$ cat src/rtl/gate_pkg.sv
// rtl/gate_pkg.sv - shared types, constants and helpers for the gate pattern driver
package gate_pkg;

    typedef enum logic [1:0] {
        IDLE = 2'd0,
        RUN  = 2'd1,
        DONE = 2'd2
    } state_t;

    localparam int OP_AND    = 0;
    localparam int OP_OR     = 1;
    localparam int MAX_PORTS = 8;

    // Value that leaves the gate result unchanged: all-ones for AND, zero for OR.
    function automatic logic [31:0] identity(input int op, input int width);
        return (op == OP_AND) ? (32'hFFFF_FFFF >> (32 - width)) : 32'h0;
    endfunction

endpackage

$ cat src/rtl/gate_ref_model.sv
// rtl/gate_ref_model.sv - combinational expected result of the gate for one vector
module gate_ref_model
    import gate_pkg::*;
#(
    parameter int PORT_NUM = 8,
    parameter int WIDTH    = 8,
    parameter int OP       = OP_AND
) (
    input  logic [MAX_PORTS-1:0] vec,
    output logic [WIDTH-1:0]     expected
);

    logic [PORT_NUM-1:0] active;

    assign active   = vec[PORT_NUM-1:0];
    assign expected = (OP == OP_OR) ? {WIDTH{|active}} : {WIDTH{&active}};

endmodule

$ cat src/rtl/gate_pattern_driver.sv
// rtl/gate_pattern_driver.sv - exhaustive operand sweep and result checker for an 8-input gate
module gate_pattern_driver
    import gate_pkg::*;
#(
    parameter int PORT_NUM = 8,
    parameter int WIDTH    = 8,
    parameter int OP       = 0,
    parameter int DUT_LAT  = 0
) (
    input  logic             clk,
    input  logic             rst_n,
    input  logic             start,
    input  logic             abort,
    input  logic [WIDTH-1:0] q,
    output logic [WIDTH-1:0] a,
    output logic [WIDTH-1:0] b,
    output logic [WIDTH-1:0] c,
    output logic [WIDTH-1:0] d,
    output logic [WIDTH-1:0] e,
    output logic [WIDTH-1:0] f,
    output logic [WIDTH-1:0] g,
    output logic [WIDTH-1:0] h,
    output logic             busy,
    output logic             done,
    output logic             pass,
    output logic [8:0]       err_cnt,
    output logic [7:0]       first_fail,
    output logic             first_fail_vld
);

    localparam logic [WIDTH-1:0] IDENT    = WIDTH'(identity(OP, WIDTH));
    localparam logic [8:0]       LAST_VEC = 9'((1 << PORT_NUM) - 1);
    localparam logic [1:0]       LAT_MAX  = 2'(DUT_LAT);

    state_t           state;
    logic [8:0]       vec_cnt;
    logic [1:0]       lat_cnt;
    logic [WIDTH-1:0] opnd [MAX_PORTS];
    logic [WIDTH-1:0] expected;
    logic             mismatch;
    logic [8:0]       err_inc;

    // Operand i of vector v: its bit replicated on active ports, identity elsewhere.
    function automatic logic [WIDTH-1:0] operand_for(input logic [8:0] v, input int i);
        if (i < PORT_NUM) begin
            return {WIDTH{v[i]}};
        end
        return IDENT;
    endfunction

    gate_ref_model #(
        .PORT_NUM (PORT_NUM),
        .WIDTH    (WIDTH),
        .OP       (OP)
    ) u_ref (
        .vec      (vec_cnt[MAX_PORTS-1:0]),
        .expected (expected)
    );

    // The error counter stops at 256, which a 256-vector sweep can reach but never pass.
    assign mismatch = (q != expected);
    assign err_inc  = (mismatch && (err_cnt != 9'd256)) ? err_cnt + 9'd1 : err_cnt;

    assign a = opnd[0];
    assign b = opnd[1];
    assign c = opnd[2];
    assign d = opnd[3];
    assign e = opnd[4];
    assign f = opnd[5];
    assign g = opnd[6];
    assign h = opnd[7];

    // Sweep FSM: drives each vector for DUT_LAT+1 cycles and checks q on the last one.
    always_ff @(posedge clk or negedge rst_n) begin
        if (!rst_n) begin
            state          <= IDLE;
            vec_cnt        <= '0;
            lat_cnt        <= '0;
            busy           <= 1'b0;
            done           <= 1'b0;
            pass           <= 1'b0;
            err_cnt        <= '0;
            first_fail     <= '0;
            first_fail_vld <= 1'b0;
            for (int i = 0; i < MAX_PORTS; i++) begin
                opnd[i] <= IDENT;
            end
        end else begin
            case (state)
                IDLE, DONE: begin
                    if (abort) begin
                        state <= IDLE;
                        done  <= 1'b0;
                        pass  <= 1'b0;
                    end else if (start) begin
                        state          <= RUN;
                        vec_cnt        <= '0;
                        lat_cnt        <= '0;
                        err_cnt        <= '0;
                        first_fail_vld <= 1'b0;
                        done           <= 1'b0;
                        pass           <= 1'b0;
                        busy           <= 1'b1;
                        for (int i = 0; i < MAX_PORTS; i++) begin
                            opnd[i] <= operand_for(9'd0, i);
                        end
                    end
                end
                RUN: begin
                    if (abort) begin
                        state <= IDLE;
                        busy  <= 1'b0;
                        for (int i = 0; i < MAX_PORTS; i++) begin
                            opnd[i] <= IDENT;
                        end
                    end else if (lat_cnt == LAT_MAX) begin
                        err_cnt <= err_inc;
                        if (mismatch && !first_fail_vld) begin
                            first_fail     <= vec_cnt[7:0];
                            first_fail_vld <= 1'b1;
                        end
                        if (vec_cnt == LAST_VEC) begin
                            state <= DONE;
                            busy  <= 1'b0;
                            done  <= 1'b1;
                            pass  <= (err_inc == 9'd0);
                            for (int i = 0; i < MAX_PORTS; i++) begin
                                opnd[i] <= IDENT;
                            end
                        end else begin
                            vec_cnt <= vec_cnt + 9'd1;
                            lat_cnt <= '0;
                            for (int i = 0; i < MAX_PORTS; i++) begin
                                opnd[i] <= operand_for(vec_cnt + 9'd1, i);
                            end
                        end
                    end else begin
                        lat_cnt <= lat_cnt + 2'd1;
                    end
                end
                default: begin
                    state <= IDLE;
                    busy  <= 1'b0;
                end
            endcase
        end
    end

endmodule

$ cat config.mk
export PLATFORM = sky130hd
export DESIGN_NAME = gate_pattern_driver
export DESIGN_NICKNAME = d
export VERILOG_FILES = /design/src/rtl/gate_pkg.sv /design/src/rtl/gate_ref_model.sv /design/src/rtl/gate_pattern_driver.sv
export SDC_FILE = /design/constraint.sdc
export NUM_CORES = 1
export LEC_CHECK = 0
export BUFFER_PORTS_ARGS = -buffer_cell sky130_fd_sc_hd__buf_2
export CAP_MARGIN = 20
export CORE_MARGIN = 5
export CORE_UTILIZATION = 28
export DETAILED_ROUTE_END_ITERATION = 8
export PLACE_DENSITY = 0.6
export SLEW_MARGIN = 40
export SYNTH_ARGS = -nofsm -noshare
export SYNTH_HDL_FRONTEND = slang
export SYNTH_SLANG_ARGS = --single-unit
$ cat constraint.sdc
create_clock -name clk -period 5.15 [get_ports clk]
set_input_delay 0.7725 -clock clk [delete_from_list [all_inputs] [get_ports clk]]
set_output_delay 0.7725 -clock clk [all_outputs]
set_load 0.05 [all_outputs]
# Yosys cells after proc, flatten, opt, wreduce, memory -nomap -nowiden
# Index checks and enable logic that the tools add are counted.
[op_classes] n_addsub=3 eq_ne=16 mux=63 n_bitwise=1 reduce_logical=18
[ops] op="$mux 64" n=5
[ops] op="$pmux 64 s2" n=1
[ops] op="$mux 8" n=9
[ops] op="$mux 9" n=8
[ops] op="$pmux 9 s2" n=2
[ops] op="$mux 1" n=22
[ops] op="$mux 2" n=10
[ops] op="$add 9x1->9 const B" n=2
[ops] op="$reduce_and 5->1" n=3
[ops] op="$ne 2x2->1 const B" n=7
[ops] op="$ne 3x3->1 const B" n=4
[ops] op="$reduce_and 4->1" n=3
[ops] op="$reduce_and 6->1" n=2
[ops] op="$eq 9x8->1 const B" n=1
[ops] op="$logic_not 9->1" n=1
[ops] op="$ne 9x9->1 const B" n=1
[ops] op="$ne 8x8->1" n=1
[ops] op="$pmux 1 s2" n=4
[ops] op="$pmux 2 s2" n=2
[ops] op="$reduce_and 8->1" n=1
[ops] op="$logic_not 2->1" n=2
[ops] op="$reduce_and 3->1" n=1
[ops] op="$add 2x1->2 const B" n=1
[ops] op="$eq 2x1->1 const B" n=1
[ops] op="other kinds (6)" n=7
[totals] reg_bits=98 in_bits=12 out_inout_bits=85

# Depth between registers and ports, before layout
[logic_depth] ltp_word=10 depth_mapped=9

# Modules after synthesis
# A second synthesis with hierarchy kept.
[hier_totals] cells_unflattened=312 area_unflattened_um2=2845.2
[modules_own_cells] mod="gate_pattern_driver" instances=1 cells_each=302 area_per_inst_um2=2776.4
[modules_own_cells] mod="gate_ref_model" instances=1 cells_each=10 area_per_inst_um2=68.8

# Worst setup path after synthesis
# Ideal clock, no wire load.
[synth_timing] path_kind="reg-to-reg" from="reg err_cnt[7]" to="reg pass" setup_ns=0.104 arrival_time_ns=2.251 required_time_ns=5.046 path_slack_ns=2.795 path_stages_with_launch=7 path_cell_list="dfrtp_1 buf_6 or2_4 or4_4 a211o_1 a211o_1 o41ai_2"
[synth_between] elab_chain_cells=8
[synth_lines] item="start: declaration" line="gate_pattern_driver.sv:26" text="output logic [8:0] err_cnt,"
[synth_lines] item="start signal: assignment" line="gate_pattern_driver.sv:117" text="err_cnt <= err_inc;"
[synth_lines] item="parallel branches: the longest is 2 deep, another holds $add 9x1->9"
[synth_lines] item="$mux 9 *" line="gate_pattern_driver.sv:62" text="assign err_inc = (mismatch && (err_cnt != 9'd256)) ? err_cnt + 9'd1 : err_cnt;"
[synth_lines] item="$logic_not 9->1 *" line="gate_pattern_driver.sv:126" text="pass <= (err_inc == 9'd0);"
[synth_lines] item="$mux 1 *" line="gate_pattern_driver.sv:122" text="if (vec_cnt == LAST_VEC) begin"
[synth_lines] item="$mux 1 *" line="gate_pattern_driver.sv:116" text="end else if (lat_cnt == LAT_MAX) begin"
[synth_lines] item="$mux 1 *" line="gate_pattern_driver.sv:110" text="if (abort) begin"
[synth_lines] item="$pmux 1 s2 *" line="gate_pattern_driver.sv:89" text="case (state)"
[synth_lines] item="end signal: assignment" line="gate_pattern_driver.sv:126"
[synth_lines] item="end: declaration" line="gate_pattern_driver.sv:25" text="output logic pass,"
# Every way passes the cells marked *. The select of a mux whose other input is x is not followed.
# A chain may end at the register's enable or synchronous reset.

# Worst setup path in the final report
[layout_timing] from="reg vec_cnt[0]" to="reg pass"
[layout_between] elab_chain_cells=9
[layout_lines] item="start: declaration" line="gate_pattern_driver.sv:36" text="logic [8:0] vec_cnt;"
[layout_lines] item="start signal: assignment" line="gate_pattern_driver.sv:131" text="vec_cnt <= vec_cnt + 9'd1;"
[layout_lines] item="$reduce_and 8->1" line="gate_ref_model.sv:16" text="assign expected = (OP == OP_OR) ? {WIDTH{|active}} : {WIDTH{&active}};"
[layout_lines] item="$ne 8x8->1" line="gate_pattern_driver.sv:61" text="assign mismatch = (q != expected);"
[layout_lines] item="$logic_and 1x1->1" line="gate_pattern_driver.sv:62"
[layout_lines] item="$mux 9" line="gate_pattern_driver.sv:62"
[layout_lines] item="$logic_not 9->1" line="gate_pattern_driver.sv:126"
[layout_lines] item="$mux 1" line="gate_pattern_driver.sv:122"
[layout_lines] item="$mux 1" line="gate_pattern_driver.sv:116"
[layout_lines] item="$mux 1" line="gate_pattern_driver.sv:110"
[layout_lines] item="$pmux 1 s2" line="gate_pattern_driver.sv:89"
# Several ways; a longest one is shown, not always the timed one. The select of a mux whose other input is x is not followed.

==> impl_metrics.py <==
metrics = {
    "run_status": {
        "status": "finished, final reports clean",
    },
    "sta": {
        "worst_slew_pin_slew_ns": 0.5384,
        "rsz0062_at_grt": "no",
        "final.min_clock_period_ns": 2.439,
        "fmax_ghz": 0.4100,
        "finalCritPeriodShare_pct": 47.35,
        "tns_ns": 0,
        "drv_slew": 0,
        "setup_violations": 0,
        "hold_viol": 0,
        "final.setup_skew_ns": 0.005873,
        "holdWs_ns": 0.4390,
        "max-slew-margin-rel_pct": 64.10,
    },
    "hold_path": {
        "hp-class": "input port to async pin",
    },
    "synthesis": {
        "ys_top_cells_by_area": "dfrtp_1, buf_4, dfstp_2",
        "syn_inst": 296,
        "synth.largest_area_cell": "dfrtp_1",
        "yosysWarnings": 0,
        "synth_top_area_share_pct": 31.51,
        "syn_avg_cell_area_um2": 9.122,
        "ys_ff_latch": 42,
        "syn-cell-area_um2": 2700,
        "synth_nets": 314,
        "yosysUniqueCellTypes": 42,
        "synth_seq_area_share_pct": 39.30,
    },
    "job": {
        "maxCapViolations": 0,
    },
    "critical_path": {
        "worstSetupStartpointType": "flip-flop",
        "critPathKind": "flip-flop to flip-flop",
        "reg2regPathDepth": 7,
        "worstPathArrival_ns": 2.64,
        "endpoint_kind": "flip-flop",
        "r2r_slack_ns": 2.71,
        "crit_path_start": "vec_cnt[0]",
        "r2r-end": "pass",
        "timing.rr.start": "vec_cnt[0]",
        "critPathRequiredTime_ns": 5.36,
        "crit_end": "pass",
        "path_max_fanout": 8,
    },
    "finish": {
        "fin_area_um2": 2969,
        "fill_cells": 980,
        "nets": 351,
        "final_cell_mix": "buf_2, dfrtp_1, o21ai_0",
        "mostFrequentLayoutCell": "buf_2",
        "drive_above_1_share_pct": 39.52,
        "syn_to_final_growth_pct": 9.963,
        "insertedDiodeCount": 0,
        "instances_no_fill": 463,
    },
    "die": {
        "die_w_um": 108.2,
        "dieArea_um2": 11710,
        "num_rows": 35,
        "fp.dieH_um": 108.2,
        "start_util_pct": 28.95,
        "core_area_um2": 9328,
        "io-pin-count": 97,
    },
    "route": {
        "routed_via_density": 4.663,
        "routed_wirelength_mm": 6.110,
        "drt-wirelength-per-cell_um": 13.20,
        "drc_errors": 0,
        "dr.pass1.iters": 4,
        "drtIter0Drc": 74,
        "drtAntennaViolNets": 0,
        "vias": 2159,
    },
    "place": {
        "dp.cells": 455,
        "portBuffers": 96,
        "dp_hpwl_mm": 4.653,
        "place_area_um2": 2874,
        "routabilityCongestion": 0.8064,
    },
    "clock_tree": {
        "clock_latency_ns": 0.30,
        "clock_path_buffers": 2,
        "cts-root-buf": "clkbuf_8",
        "cts-htree-levels": 2,
        "post_cts_buffers": 0,
        "cts_inserted_buffers": 5,
        "clk_pin_slew_ns": 0.08,
        "post_cts_resized": 0,
        "cts_tree": "done",
        "cts_hold_buf": 0,
        "clkSinkCount": 42,
    },
    "pwr": {
        "p_leak_nw": 1.486,
        "max-vdd-ir-drop_uv": 223.3,
        "powerDensity_nw_per_um2": 444.9,
    },
    "global_routing": {
        "grt_max_degree": 43,
        "first_global_vias": 1961,
        "grt-ovfl-total": 0,
        "grt_pass1_wl_mm": 9.763,
        "antenna_found_initial": 0,
        "track_usage_pct": 10.32,
    },
}
[where the power goes]
| part | switching, mW | total (mW) | internal (mW) | leakage (nW) |
|---|---|---|---|---|
| registers | 0.0483 | 0.422 | 0.373 | 0.547 |
| clock network | 0.122 | 0.229 | 0.108 | 0.0472 |
| logic | 0.546 | 0.670 | 0.124 | 0.892 |
[cell families after synthesis]
| group | synth area share, % |
|---|---|
| flip-flops | 39.30 |
| AND/OR/NAND/NOR | 16.91 |
| XOR/XNOR | 2.271 |
| adder cells (fa/ha/maj) | 2.780 |
| multiplexers | 4.495 |
| buffers and inverters | 18.54 |
| AO/OA/AOI/OAI | 15.71 |
[metal layers]
| layer | share of wire (%) | vias up | track usage, % | wire, um |
|---|---|---|---|---|
| li1 | - | 1059 | - | - |
| met1 | 46 | 1020 | 13.81 | 2791 |
| met2 | 46 | 74 | 16.74 | 2817 |
| met3 | 7.4 | 6 | 2.627 | 451 |
| met4 | 0.83 | 0 | 2.435 | 51 |
| met5 | 0 | - | 0 | 0 |
[sequential cells by signal, indices dropped and copies added (netlist names), 2 cells and up]
| name | count |
|---|---|
| err_cnt | 9 |
| first_fail | 8 |
| lat_cnt | 2 |
| state | 2 |
| vec_cnt | 9 |
[cell usage after synthesis (all sizes together)]
cell type and count:
a21bo 1, ha 6, nor4 3, clkbuf 7, dfrtp 34, nand4b 1, a211o 2, o21a 1
a21o 3, or4 1, nand3 20, and2 3, xnor2 4, buf 59, mux2 9, nand4 5
nand2b 3, dfstp 8, and3 5, a21oi 17, o21ai 27, nor2 16, a32o 1, inv 8
nor3 5, o31ai 5, mux2i 2, o41ai 1, o211a 1, xor2 3, nor2b 1, a31oi 10
nand2 22, o21ba 1, or2 1
[how the worst min path moves through the flow]
| stage | from | cells past startpoint | to | slack, ns |
|---|---|---|---|---|
| final | rst_n | 1 | err_cnt[5] | 0.44 |
| after detailed placement | done | 2 | done | 0.46 |
| after floorplan | vec_cnt[8] | 2 | vec_cnt[8] | 0.45 |
| after global routing | rst_n | 1 | done | 0.50 |
| after CTS | rst_n | 1 | err_cnt[6] | 0.46 |
| after global placement | vec_cnt[8] | 2 | vec_cnt[8] | 0.46 |
[cell type report]
type,instances,area (um^2),area share [%]
multi-input combinational,180,1139,38.35
sequential,42,1061,35.74
timing repair buffer,96,483.0,16.27
clock inverter,2,12.51,0.4214
inverter,8,30.03,1.011
tap,129,161.4,5.436
clock buffer,6,82.58,2.781
[critical path, stage by stage (launching register included)]
cell and delay, ns:
dfrtp_1 0.42, ha_1 0.25, nand3_1 0.21, o211a_1 0.35, nor3_2 0.42, nand3_1 0.19
mux2i_1 0.17, o41ai_2 0.32
[per-stage QoR]
step                      util (%)  setup WS [ns]  power, mW
after global placement       30.78          2.628      1.103
after floorplan                  -          2.795      1.080
after detailed placement     30.81          2.600      1.105
after CTS                    31.83          2.734      1.337
final                        31.83          2.711      1.321
after global routing         31.83          2.560      1.377
No activity file was read; power rests on OpenSTA's default activity.
